**config.mk**
```make
export PLATFORM = sky130hd
export DESIGN_NAME = sync_control_multi
export DESIGN_NICKNAME = d
export VERILOG_FILES = /design/src/rtl/sync_control_multi.sv
export SDC_FILE = /design/constraint.sdc
export NUM_CORES = 1
export LEC_CHECK = 0
export CAP_MARGIN = 20
export CORE_UTILIZATION = 35
export DETAILED_ROUTE_END_ITERATION = 8
export GPL_TIMING_DRIVEN = 0
export PLACE_DENSITY_LB_ADDON = 0.08
export SLEW_MARGIN = 40
export SYNTH_ARGS = -nofsm -noshare
export SYNTH_HDL_FRONTEND = slang
export SYNTH_SLANG_ARGS = --single-unit
```
**constraint.sdc**
```tcl
create_clock -name clk -period 3.45 [get_ports clk]
set_input_delay 0.8625 -clock clk [delete_from_list [all_inputs] [get_ports clk]]
set_output_delay 0.8625 -clock clk [all_outputs]
set_load 0.03 [all_outputs]
```
**src/rtl/sync_control_multi.sv**
```systemverilog
`default_nettype none
// ============================================================================
// Module      : sync_control_multi
// Description : Step-barrier controller for N diffusion channels. Each round
//               pulses rdy to every enabled channel, collects the rising
//               edges of finished, and advances l_step once every enabled
//               channel has arrived. Adds a start/abort handshake, a per-step
//               watchdog and a pending-channel status vector.
// Revision    : 1.0 - initial release
// ============================================================================
module sync_control_multi #(
    parameter int unsigned N_CH       = 4,
    parameter int unsigned DATA_WIDTH = 32,
    parameter int unsigned MAX_STEPS  = 7,
    parameter int unsigned TIMEOUT    = 1024
) (
    input  logic                  clk,
    input  logic                  rst_n,
    input  logic                  start,
    input  logic                  abort,
    input  logic [N_CH-1:0]       ch_en,
    input  logic [N_CH-1:0]       finished,
    output logic [N_CH-1:0]       rdy,
    output logic [DATA_WIDTH-1:0] l_step,
    output logic [N_CH-1:0]       pending,
    output logic                  busy,
    output logic                  all_done,
    output logic                  timeout
);

    // ------------------------------------------------------------------------
    // Constants
    // ------------------------------------------------------------------------
    localparam logic [1:0] c_st_idle = 2'd0;
    localparam logic [1:0] c_st_run  = 2'd1;
    localparam logic [1:0] c_st_done = 2'd2;
    localparam logic [1:0] c_st_err  = 2'd3;

    // Watchdog counter only needs to reach TIMEOUT; a disabled watchdog keeps
    // a one-bit counter that never moves.
    localparam int unsigned           c_wd_w      = (TIMEOUT > 0) ? $clog2(TIMEOUT + 1) : 1;
    localparam bit                    c_wd_en     = (TIMEOUT != 0);
    localparam logic [c_wd_w-1:0]     c_timeout   = c_wd_w'(TIMEOUT);
    localparam logic [c_wd_w-1:0]     c_wd_one    = c_wd_w'(1);
    localparam logic [DATA_WIDTH-1:0] c_max_steps = DATA_WIDTH'(MAX_STEPS);
    localparam logic [DATA_WIDTH-1:0] c_step_one  = DATA_WIDTH'(1);

    // ------------------------------------------------------------------------
    // State and datapath registers
    // ------------------------------------------------------------------------
    logic [1:0]            r_state;
    logic [N_CH-1:0]       r_en_mask;
    logic [N_CH-1:0]       r_arrived;
    logic [N_CH-1:0]       r_fin_q;
    logic [c_wd_w-1:0]     r_wd;
    logic [N_CH-1:0]       r_rdy;
    logic [DATA_WIDTH-1:0] r_l_step;
    logic [N_CH-1:0]       r_pending;
    logic                  r_busy;
    logic                  r_all_done;
    logic                  r_timeout;

    // ------------------------------------------------------------------------
    // Combinational terms
    // ------------------------------------------------------------------------
    logic [1:0]            w_state_nx;
    logic [N_CH-1:0]       w_rise;
    logic [N_CH-1:0]       w_arrived_nx;
    logic                  w_release;
    logic [DATA_WIDTH-1:0] w_step_inc;
    logic                  w_last_step;
    logic                  w_wd_expire;
    logic                  w_start_ok;

    logic [N_CH-1:0]       w_mask_d;
    logic [N_CH-1:0]       w_arrived_d;
    logic [c_wd_w-1:0]     w_wd_d;
    logic [DATA_WIDTH-1:0] w_step_d;
    logic [N_CH-1:0]       w_pending_d;
    logic [N_CH-1:0]       w_rdy_d;

    // Only a fresh 0->1 transition of an enabled channel counts as arrival;
    // a level still high when a step opens is ignored until it drops.
    assign w_rise       = finished & ~r_fin_q & r_en_mask;
    assign w_arrived_nx = r_arrived | w_rise;
    assign w_release    = (w_arrived_nx == r_en_mask);
    assign w_step_inc   = r_l_step + c_step_one;
    assign w_last_step  = (w_step_inc == c_max_steps);
    assign w_wd_expire  = c_wd_en && (r_wd == c_timeout);
    // A start with an empty mask would never release, so it is refused.
    assign w_start_ok   = start && (ch_en != '0);

    // State register: asynchronous reset to IDLE.
    always_ff @(posedge clk or negedge rst_n) begin
        if (!rst_n) begin
            r_state <= c_st_idle;
        end else begin
            r_state <= w_state_nx;
        end
    end

    // Next-state logic: abort dominates, release dominates watchdog expiry.
    always_comb begin
        w_state_nx = r_state;
        if (abort) begin
            w_state_nx = c_st_idle;
        end else begin
            case (r_state)
                c_st_run: begin
                    if (w_release) begin
                        w_state_nx = w_last_step ? c_st_done : c_st_run;
                    end else if (w_wd_expire) begin
                        w_state_nx = c_st_err;
                    end
                end
                default: begin
                    if (w_start_ok) begin
                        w_state_nx = c_st_run;
                    end
                end
            endcase
        end
    end

    // Output/datapath next values: barrier bookkeeping, step count, rdy pulse.
    always_comb begin
        w_mask_d    = r_en_mask;
        w_arrived_d = r_arrived;
        w_wd_d      = r_wd;
        w_step_d    = r_l_step;
        w_pending_d = r_pending;
        w_rdy_d     = '0;
        if (abort) begin
            w_arrived_d = '0;
            w_wd_d      = '0;
            w_pending_d = '0;
        end else if (r_state == c_st_run) begin
            if (w_release) begin
                w_step_d    = w_step_inc;
                w_arrived_d = '0;
                w_wd_d      = '0;
                if (w_last_step) begin
                    w_pending_d = '0;
                end else begin
                    w_rdy_d     = r_en_mask;
                    w_pending_d = r_en_mask;
                end
            end else if (!w_wd_expire) begin
                w_arrived_d = w_arrived_nx;
                w_wd_d      = c_wd_en ? (r_wd + c_wd_one) : r_wd;
                w_pending_d = r_en_mask & ~w_arrived_nx;
            end
            // On expiry pending is left frozen at its last RUN value.
        end else if (w_start_ok) begin
            w_mask_d    = ch_en;
            w_arrived_d = '0;
            w_wd_d      = '0;
            w_step_d    = '0;
            w_pending_d = ch_en;
            w_rdy_d     = ch_en;
        end
    end

    // Datapath and output registers; every output comes straight from a flop.
    always_ff @(posedge clk or negedge rst_n) begin
        if (!rst_n) begin
            r_en_mask  <= '0;
            r_arrived  <= '0;
            r_fin_q    <= '0;
            r_wd       <= '0;
            r_rdy      <= '0;
            r_l_step   <= '0;
            r_pending  <= '0;
            r_busy     <= 1'b0;
            r_all_done <= 1'b0;
            r_timeout  <= 1'b0;
        end else begin
            r_fin_q    <= finished;
            r_en_mask  <= w_mask_d;
            r_arrived  <= w_arrived_d;
            r_wd       <= w_wd_d;
            r_rdy      <= w_rdy_d;
            r_l_step   <= w_step_d;
            r_pending  <= w_pending_d;
            r_busy     <= (w_state_nx == c_st_run);
            r_all_done <= (w_state_nx == c_st_done);
            r_timeout  <= (w_state_nx == c_st_err);
        end
    end

    assign rdy      = r_rdy;
    assign l_step   = r_l_step;
    assign pending  = r_pending;
    assign busy     = r_busy;
    assign all_done = r_all_done;
    assign timeout  = r_timeout;

endmodule
`default_nettype wire

```
### Word-level counts from Yosys, hierarchy flattened

Index checks and enable logic that the tools add are counted.

| operators by class | value |
|---|---|
| add/subtract/negate cells | 2 |
| multiply operators | 0 |
| divide/modulo/power cells | 0 |
| magnitude comparators | 0 |
| equal/unequal tests | 9 |
| shift operators | 0 |
| muxes and demuxes | 29 |
| bitwise logic cells | 8 |
| reduce and logical (&&, ||, !) cells | 7 |

Operators with widths:

| cell | number |
|---|---|
| $mux 32 | 3 |
| $mux 4 | 15 |
| $mux 11 | 5 |
| $add 32x1->32 const B | 1 |
| $eq 32x3->1 const B | 1 |
| $and 4x4->4 | 3 |
| $mux 2 | 6 |
| $add 11x1->11 const B | 1 |
| $eq 11x11->1 const B | 1 |
| $not 4->4 | 2 |
| $reduce_and 3->1 | 2 |
| $eq 2x1->1 const B | 2 |
| $eq 2x2->1 const B | 2 |
| $eq 4x4->1 | 1 |
| $ne 4x4->1 const B | 1 |
| $or 4x4->4 | 1 |
| $reduce_bool 4->1 | 1 |
| $reduce_bool 3->1 | 1 |
| $ne 2x2->1 const B | 1 |
| $not 1->1 | 2 |
| $reduce_and 2->1 | 1 |
| $reduce_bool 2->1 | 1 |
| $logic_and 1x1->1 | 1 |

| storage, ports and cells | value |
|---|---|
| register bits | 68 |
| bits in latches | 0 |
| bits in writable memories | 0 |
| memory bits (read-only) | 0 |
| memories kept | 0 |

### Logic depth before layout (Yosys ltp)

Gate-level depths: netlist of run 1.

| logic depth | value |
|---|---|
| word-level depth | 10 |
| gate-level depth with buffers | 11 |
| mapped depth without buffers | 10 |

### Worst setup path before layout of run 1

No wires, ideal clock.

| timing | value |
|---|---|
| kind | input-to-reg |
| start point | in finished[2] |
| end point | reg r_pending[0], in the netlist pending[0] |
| setup time | 94 ps |
| arrival time | 2673 ps |
| required time | 3356 ps |
| path slack | 683 ps |
| stages on the path | 10 |
| cells stage by stage | a31oi_1 ha_1 nand4_1 nand2_1 o32ai_1 buf_2 nand2_1 o21ai_0 nor3_1 a211oi_1 |

| on the way | value |
|---|---|
| cells in the longest elaborated chain, start to end | 7 |
| elaborated cells on any way between the ends | 9 |
| classes of those cells | eq/ne: 2; mux: 3; bitwise: 3; reduce/logical: 1 |

Ends and longest elaborated chain:

| what | RTL line | source |
|---|---|---|
| from (decl) | 22 | `input logic [N_CH-1:0] finished,` |
| $and 4x4->4 * (2 in series) | 84 | `assign w_rise = finished & ~r_fin_q & r_en_mask;` |
| $or 4x4->4 * | 85 | `assign w_arrived_nx = r_arrived \| w_rise;` |
| $eq 4x4->1 * | 86 | `assign w_release = (w_arrived_nx == r_en_mask);` |
| $mux 4 | 138 | `if (w_release) begin` |
| $mux 4 | 137 | `end else if (r_state == c_st_run) begin` |
| $mux 4 | 133 | `if (abort) begin` |
| to (signal assigned) | 184 | `r_pending <= w_pending_d;` |
| to (decl) | 58 | `logic [N_CH-1:0] r_pending;` |

Mark *: on every way between the ends. The rest lies on a longest branch, timed or not.
A chain may end at the register's enable or synchronous reset.

### Final worst setup path of run 1

| timing | value |
|---|---|
| start point | in finished[1] |
| end point | reg r_l_step[8], in the netlist l_step[8] |

| on the way | value |
|---|---|
| cells in the longest elaborated chain, start to end | 6 |

Ends and longest elaborated chain:

| what | RTL line | source |
|---|---|---|
| $and 4x4->4 (2 in series) | 84 |  |
| $or 4x4->4 | 85 |  |
| $eq 4x4->1 | 86 |  |
| $ne 2x2->1 (no line) | -- |  |
| $reduce_and 3->1 (no line) | -- |  |
| to (signal assigned) | 183 | `r_l_step <= w_step_d;` |
| to (decl) | 57 | `logic [DATA_WIDTH-1:0] r_l_step;` |

Every way passes these cells.

==> results of run 1 <==
## metrics by stage
step / cell area, um^2 / setup slack (ns)
floorplan: 4325 / 0.6832
global placement: 5050 / -0.9635
detailed placement: 5071 / -0.4497
CTS: 5394 / 0.1068
global route: 5404 / 0.01200
finish: 5404 / 0.1340
## worst max path at each step
stage,endpoint,depth (start not counted),slack [ns],start
final,l_step[8],9,0.13,finished[1]
after global routing,pending[2],11,0.01,finished[2]
after CTS,r_wd[3],10,0.11,finished[2]
after detailed placement,l_step[0],9,-0.45,finished[2]
after global placement,l_step[27],1,-0.96,rst_n
after floorplan,pending[0],10,0.68,finished[2]
## power groups by stage
stage	logic [mW]	registers, mW	clock network [mW]
floorplan	0.154	0.906	0
global placement	0.322	0.873	0
detailed placement	0.326	0.873	0
CTS	0.340	0.859	1.01
global route	0.373	0.863	1.04
finish	0.339	0.859	0.980
## worst reg2reg max path, delay by kind of cell (launching register included)
family	cells	cell delay [ns]
AOI/OAI and AO/OA	3	0.51
adders and majority gates	1	0.37
buffers and inverters	1	0.17
DFF	1	0.54
and+or+nand+nor	4	1.35
## kinds of logic (layout without fill, tap and decap cells)
kind of cell	count (synthesis)	after routing
buffers and inverters	53	125
DFF	68	68
AOI/OAI and AO/OA	153	153
and+or+nand+nor	230	230
xor gates and xnor gates	5	5
muxes	4	4
adders and majority gates	8	8
## cells in the mapped netlist (13+ instances only)
cell type,instances,area (um^2)
a31oi_1,17,106.4
dfrtp_1,68,1702
a21oi_1,23,115.1
clkbuf_1,19,71.32
inv_1,14,52.55
nand2_1,56,210.2
o31ai_1,13,97.59
o21ai_0,68,340.3
nand3_1,22,110.1
nand4_1,18,112.6
nor2_1,52,195.2
and3_1,15,93.84
## final cells by class
cell class / instances / area, um^2
timing repair buffer: 57 / 576.8
tap: 147 / 183.9
clock buffer: 10 / 229.0
fill: 1197 / 6608
multi-input combinational: 400 / 2390
clock inverter: 5 / 77.57
sequential: 68 / 1702
buffer: 38 / 188.9
inverter: 15 / 56.30
## per-layer routing
| layer | vias to the layer above | part of all wire [%] | wire length [um] |
|---|---|---|---|
| met3 | 18 | 5.0 | 654 |
| met5 | - | 0 | 0 |
| met4 | 0 | 1.7 | 220 |
| met1 | 2045 | 45 | 5948 |
| li1 | 2059 | - | - |
| met2 | 109 | 48 | 6383 |
## what timing repair did
item / CTS / global route
hold endpoints to repair: 0 / 0
hold buffers: 0 / 0
setup buffers: 2 / 0
pin swaps: 1 / 0
setup endpoints to repair: 15 / 19
resized for setup: 1 / 6
## state kept, by name, indices dropped and copies added (netlist names)
| signal | cells |
|---|---|
| l_step | 32 |
| r_wd | 11 |
| pending | 4 |
| r_arrived | 4 |
| r_en_mask | 4 |
| r_fin_q | 4 |
| rdy | 4 |
| r_state | 2 |
| all_done | 1 |
| busy | 1 |
| timeout | 1 |
==> metrics.txt, run 1 <==
initial antenna violation count=0; M2 GR Usage=a little over a third; pin count of the biggest net entering global routing=42; crit path max fanout=10; min cycle time layout=~3.3 ns; Clk pwr share=45.0%; Hold WC Path Type=in2async; CP most frequent cell=clkbuf_1; Net Switching=0.6011 mW; Relative slew margins=55.86%; number of global-route vias before repair=4056; Ant. Diodes=0; area of the die=about 13000 um^2; Max-Cap Viols=0; Critical Path Source Type=primary input; sequential area share after synthesis=between 30% and 40%; crit path cell chain=clkdlybuf4s50_1 -> a31oi_1 -> ha_1 -> nand4_1 -> or3_1 -> clkbuf_1 -> clkbuf_1 -> clkbuf_2 -> o31ai_1; Finished Core Util=44.99%; crit-path leading delay family=buffers and inverters; critical path's largest stage delay=0.48 ns; Routed WL per cell=17.84 um; Synth Area in XOR/XNOR=under 10%; Sum Neg Setup Slack=0 ns; GRT busiest layer=met2; Worst Skew=roughly 0.0053 ns; fmax=between 0.3 and 0.4 GHz; layout net count=between 600 and 700; most frequent cells in the layout=68 x o21ai_0, 68 x dfrtp_1, 56 x nand2_1; ys async rst share=100.0%; Worst path slowest cell=clkdlybuf4s50_1; initial core utilization=between 30% and 40%; largest family of logic cells by synthesized area=simple AND/OR/NAND/NOR gates; Post-Syn Nets=~540; Initial DRC Count=280; post-DP HPWL=just over 9000 um; Power Dens Cells=approximately 400 nW/um^2; yosys warns=0; Simple-Gate Fraction of Synth Area=29.16%; maximum vdd ir drop=about 0.00032 V; TritonCTS clock tree=done; Initial DRT Pass Iterations=5; Chip Height=around 110 um; Reg2Reg Depth=9; mux share of post-synthesis cell area=between 1 and 1.5%; setup slack, reg-to-reg=0.38 ns; flop and latch count out of synthesis=just under 70; WS Path Type=in2reg; post-synthesis cell area=about 4300 um^2; Root Driver=clkbuf_16; die width=113.2 um; CTS max path bufs=2; Num CTS Buffers=9; Synth Area in Adders=under 10%; share of cells above drive strength 1=about a tenth; Leakage=about 2.3 nW; met3 global-route usage=under 10%; worst path bufs/invs=4; M1 GR Usage=between 20% and 30%; Total GRT Usage=a little over a fifth; library cells used by synthesis=60; switching share of power=27.60%; site row count=40; Core Box Area=between 10000 and 15000 um^2; dpl cells=between 700 and 800; Cells after Synth=~520; GPL Wtd Cong=about 0.87; DRC viols=0; Ports=55; global-route wire length before repair=around 21000 um; Non-Filler Instances=740; end of the worst register-to-register path=rdy[1]; Synth Flop Type=dfrtp_1; Power, Total=roughly 2.2 mW; Reg power frac=roughly two fifths; CTS Sinks=between 60 and 70; Clock transition at path regs=around 0.06 ns; Routed Antenna Nets=0; Final Setup Violations=0; combinational share of power=between 10% and 20%; worst slew pin tran=about 0.66 ns; EDFF count, synth=0; status=finished, final reports clean; CP Data Required Time=3.68 ns; gr ovfl total=0; Tcrit/Tclk final=between 90% and 100%; Crit. End Element=flop; compound-gate portion of the synthesized area=around 22%; H-tree levels=3; Worst EP arrival=between 3 and 4 ns; vias post-DR=~4200; reg2reg start=l_step[1]; Final Hold Vio Count=0; syn avg cell area=a little over 8 um^2; DRT Wirelength=approximately 13000 um; DR vias/cell=around 5.7; port buffer count=between 50 and 60; unrepaired setup endpoints after global routing=false; clk_lat worst skew=between 0.3 and 0.4 ns; P_int=between 1.5 and 2 mW; area delta synth->final=24.93%; max-slew violations=0; worst hold slack=just under 0.4 ns
Note: power is estimated with default switching activity, not from simulation.
==> inputs of run 2 (changes only) <==
--- a/config.mk
+++ b/config.mk
@@ -10,7 +10,6 @@
 export DETAILED_ROUTE_END_ITERATION = 8
 export GPL_TIMING_DRIVEN = 0
 export PLACE_DENSITY_LB_ADDON = 0.08
-export SLEW_MARGIN = 40
 export SYNTH_ARGS = -nofsm -noshare
 export SYNTH_HDL_FRONTEND = slang
 export SYNTH_SLANG_ARGS = --single-unit
==> run 2 against run 1 <==
Hold slack better by 0.069 ns. Clock-buffer cell count is 1 higher. Utilization is 0.17 points higher. Wire length is 0.67% lower. Clock power is 4% higher. Sequential cell count stayed put. Maximum frequency is 0.43% higher. Sequential share of layout area is 0.12 points lower. First-iteration DRC count is 12% higher. Global-route usage is 0.12 points lower. Total power is 2.1% higher. Critical path type unchanged. Largest power group unchanged.
==> metrics.txt, run 2 (same netlist as run 1, synthesis figures left out) <==
status=finished, final reports clean; Core Box Area=~12000 um^2; Ant. Diodes=0; max-slew violations=0; Ports=55; crit path cell chain=clkdlybuf4s50_1 -> a31oi_1 -> ha_1 -> nand4_1 -> buf_4 -> or2_2 -> nor2_1 -> clkbuf_1 -> o21ai_0 -> a31oi_1; Placed Instance Area=between 5000 and 6000 um^2; WS Path Type=in2reg; layout net count=610; DR vias/cell=~5.7; dpl ws=-0.4831 ns; post-DP HPWL=~9300 um; Final Hold Vio Count=0; Reg power frac=between 30% and 40%; GPL Wtd Cong=about 0.87; Max-Cap Viols=0; die width=approximately 110 um; Worst EP arrival=~3.6 ns; P_int=approximately 1.6 mW; critical path's largest stage delay=0.55 ns; number of global-route vias before repair=4015; Initial DRC Count=between 300 and 400; Clock transition at path regs=roughly 0.060 ns; unrepaired setup endpoints after global routing=false; # hold bufs at CTS=0; Hold WC Path Type=in2async; Net Switching=between 0.6 and 0.7 mW; CTS max path bufs=2; Routed WL per cell=around 18 um; area delta synth->final=25.40%; share of cells above drive strength 1=10.10%; Root Driver=clkbuf_16; CP Data Required Time=about 3.7 ns; switching share of power=between 20% and 30%; Chip Height=113.2 um; min cycle time layout=approximately 3.3 ns; Routed Antenna Nets=0; Tcrit/Tclk final=a little over nine tenths; pin count of the biggest net entering global routing=40; dpl cells=between 700 and 800; maximum vdd ir drop=about 0.00031 V; crit path max fanout=10; Initial DRT Pass Iterations=4; DRC viols=0; Fill cells=~1200; CP most frequent cell=a31oi_1; combinational share of power=~16%; TritonCTS clock tree=done; CTS Sinks=a little under 70; max reg flops=32; Finished Core Util=between 40% and 50%; worst slew pin tran=0.6674 ns; Clk pwr share=between 40% and 50%; vias post-DR=4216; Total GRT Usage=a little over a fifth; Power, Total=around 2.2 mW; global-route wire length before repair=~21000 um; Leakage=2.291 nW; fmax=roughly 0.3 GHz; Non-Filler Instances=approximately 740; Worst path slowest cell=clkbuf_1; port buffer count=54; H-tree levels=3; Critical Path Source Type=primary input; Worst Skew=roughly 0.0055 ns; area of the die=between 10000 and 15000 um^2; initial core utilization=between 30% and 40%; most frequent cells in the layout=68 x o21ai_0, 68 x dfrtp_1, 56 x nand2_1; Relative slew margins=between 50% and 60%; Final Instance Area=between 5000 and 6000 um^2; site row count=40; clk_lat worst skew=about 0.34 ns; Crit. End Element=flop; gr ovfl total=0; initial antenna violation count=0; Final Setup Violations=0; Num CTS Buffers=9; final worst slack=about 0.15 ns; Power Dens Cells=roughly 410 nW/um^2; DRT Wirelength=roughly 13000 um
## run 2: cell type report
class | instances | area [um^2] | share of cell area, %
plain buffers | 38 | 186.4 | 3.437
clock buffers | 11 | 252.7 | 4.660
clock inverters | 4 | 72.57 | 1.338
inverters | 15 | 56.30 | 1.038
multi-input cells | 400 | 2390 | 44.06
flip-flops and latches | 68 | 1702 | 31.37
well taps | 147 | 183.9 | 3.391
repair buffers | 58 | 580.6 | 10.70
## run 2: metrics by stage
| step | TNS, ns | hold WS, ns |
|---|---|---|
| 3_3_place_gp | -79.49 | 0.4666 |
| 5_1_grt | 0 | 0.4950 |
| 3_5_place_dp | -15.58 | 0.4731 |
| 4_1_cts | 0 | 0.4646 |
| 2_1_floorplan | 0 | 0.4426 |
| 6_report | 0 | 0.4600 |
## run 2: path summary, 6_finish.rpt
kind | startpoint | end | slack [ns] | cells after the start
setup / recovery | finished[1] | l_step[6] | 0.15 | 10
hold / removal | rst_n | rdy[3] | 0.46 | 1
setup reg to reg | l_step[1] | rdy[1] | 0.38 | 8
hold reg to reg | r_arrived[0] | r_arrived[0] | 0.48 | 2
max in group asynchronous | rst_n | l_step[16] | 2.43 | 2
min in group clk | r_arrived[0] | r_arrived[0] | 0.48 | 2
## run 2: power by group through the flow
stage	logic [mW]	registers [mW]	clock network [mW]
2_1_floorplan	0.154	0.906	0
3_3_place_gp	0.322	0.873	0
3_5_place_dp	0.326	0.874	0
4_1_cts	0.345	0.859	1.05
5_1_grt	0.379	0.863	1.08
6_report	0.344	0.859	1.02
## run 2: per-layer routing
metal | vias up | part of all wire [%] | GRT usage, %
met5 | - | 0 | 0
met4 | 0 | 1.9 | 8.509
met3 | 20 | 3.8 | 3.910
met2 | 112 | 49 | 35.75
met1 | 2025 | 46 | 27.38
li1 | 2059 | - | -
## run 2: repair_timing
item,CTS,global route
gates resized for setup,1,2
cloned,0,0
setup buffers,3,0
endpoints found under the setup margin,17,3
pin swaps,1,0
## run 2: worst max-delay path, delay by kind of cell
kind	cells	cell delay, ns
AOI/OAI and AO/OA	3	0.51
adders and majority gates	1	0.30
buffers and inverters	3	1.20
and+or+nand+nor	3	0.68
==> inputs of run 3 (changes only) <==
--- a/config.mk
+++ b/config.mk
@@ -6,6 +6,7 @@
 export NUM_CORES = 1
 export LEC_CHECK = 0
 export CAP_MARGIN = 20
+export CORE_ASPECT_RATIO = 0.9
 export CORE_UTILIZATION = 35
 export DETAILED_ROUTE_END_ITERATION = 8
 export GPL_TIMING_DRIVEN = 0
==> run 3 against run 2 <==
Critical path depth down 1. Cell count up 1.8%. Sequential power about the same. Maximum frequency down 1.7%. Clock-buffer cell count down 1. Critical path type unchanged. Combinational power down 1%. Global-route usage down 0.20 points. Design area down 0.12%. Largest cell class unchanged.
==> metrics.txt, run 3 (same netlist as run 1, synthesis figures left out) <==
Ports=55; area of the die=~13000 um^2; CTS max path bufs=2; Finished Core Util=a little under half; Routed Antenna Nets=0; port buffer count=54; CTS Sinks=68; Worst EP arrival=~3.6 ns; most frequent cells in the layout=68 x o21ai_0, 68 x dfrtp_1, 56 x nand2_1; maximum vdd ir drop=between 0.0002 and 0.00025 V; Hold WC Path Type=in2async; crit path max fanout=10; Max-Cap Viols=0; Power, Total=about 2.1 mW; GPL Wtd Cong=between 0.8 and 0.9; Clock transition at path regs=around 0.060 ns; fmax=a little under 0.3 GHz; post-DP HPWL=a little over 9000 um; status=finished, final reports clean; Final Hold Vio Count=0; worst slew pin tran=0.6581 ns; register area=roughly 1700 um^2; Root Driver=clkbuf_16; pin count of the biggest net entering global routing=42; Total GRT Usage=around a fifth; H-tree levels=3; Final Setup Violations=0; final worst slack=0.09217 ns; Initial DRC Count=between 200 and 250; max-slew violations=0; die width=119.2 um; gr ovfl total=0; clk_lat worst skew=0.33 ns; DR vias/cell=~5.6; Initial DRT Pass Iterations=5; Num CTS Buffers=9; Routed WL per cell=roughly 17 um; TritonCTS clock tree=done; Crit. End Element=flop; initial core utilization=35.96%; min cycle time layout=3.358 ns; Tcrit/Tclk final=97.33%; Core Box Area=approximately 12000 um^2; max reg flops=32; Ant. Diodes=0; number of global-route vias before repair=3919; Power Dens Cells=approximately 390 nW/um^2; share of cells above drive strength 1=about a tenth; global-route wire length before repair=21160 um; worst hold slack=~0.45 ns; Multi-input gate area=2395 um^2; unrepaired setup endpoints after global routing=false; site row count=38; DRC viols=0; Relative slew margins=about 56%; vias post-DR=approximately 4200; initial antenna violation count=0; Worst Skew=a little over 0.005 ns; CP Data Required Time=3.70 ns; WS Path Type=in2reg; layout net count=~610; Fill cells=about 1200; Chip Height=107.5 um; area delta synth->final=25.25%; dpl ws=-0.5270 ns; Critical Path Source Type=primary input; Sum Neg Setup Slack=0 ns; DRT Wirelength=between 10000 and 15000 um; Leakage=2.278 nW
==> run 3: timing repair <==
item / 4_1_cts / 5_1_grt
hold buffers: 0 / 0
resized for setup: 1 / 6
hold endpoints to repair: 0 / 0
pin swaps: 1 / 0
setup endpoints to repair: 18 / 17
setup buffers: 2 / 0
==> run 3: worst max-delay path, stage by stage <==
cell and delay [ns]:
clkdlybuf4s50_1 0.49, a31oi_1 0.11, ha_1 0.30, nand4_1 0.21
or2_2 0.39, nor2_1 0.28, clkbuf_1 0.55, o21ai_0 0.19
a31oi_1 0.21
==> run 3: power by group <==
group          leakage [nW]  total, mW  internal [mW]  switching [mW]
clock                 0.142      0.919          0.559           0.360
sequential            0.928      0.861          0.830          0.0316
combinational          1.21      0.340          0.122           0.218
total                  2.28       2.12           1.51           0.609
==> run 3: final cells by class <==
cell class	instances	share of cell area, %
buffer	38	3.510
multi-input combinational	400	44.20
inverter	15	1.039
timing repair buffer	57	10.72
clock buffer	10	4.226
clock inverter	6	1.201
sequential	68	31.41
tap	160	3.695
==> run 3: final timing paths <==
| path | from | end | slack [ns] | cells after the start |
|---|---|---|---|---|
| worst max-delay path | finished[3] | l_step[6] | 0.09 | 9 |
| worst min-delay path | rst_n | rdy[2] | 0.45 | 1 |
| max in group asynchronous | rst_n | l_step[5] | 2.46 | 2 |
| min in group clk | r_arrived[0] | r_arrived[0] | 0.48 | 2 |
| worst min register to register | r_arrived[0] | r_arrived[0] | 0.48 | 2 |
| worst max register to register | l_step[1] | all_done | 0.40 | 8 |
==> run 3: through the flow <==
stage                     instances  area, um^2
after detailed placement        736        5091
after floorplan                 521        4325
after CTS                       754        5401
final                           754        5418
after global routing            754        5418
after global placement          735        5066
==> run 3: per-layer routing <==
layer  part of all wire [%]  track usage (%)  vias to the layer above
met4                   0.95            5.606                        0
li1                       -                -                     2059
met2                     43            31.10                      108
met3                    4.3            3.655                       10
met5                      0                0                        -
met1                     51            31.75                     2040
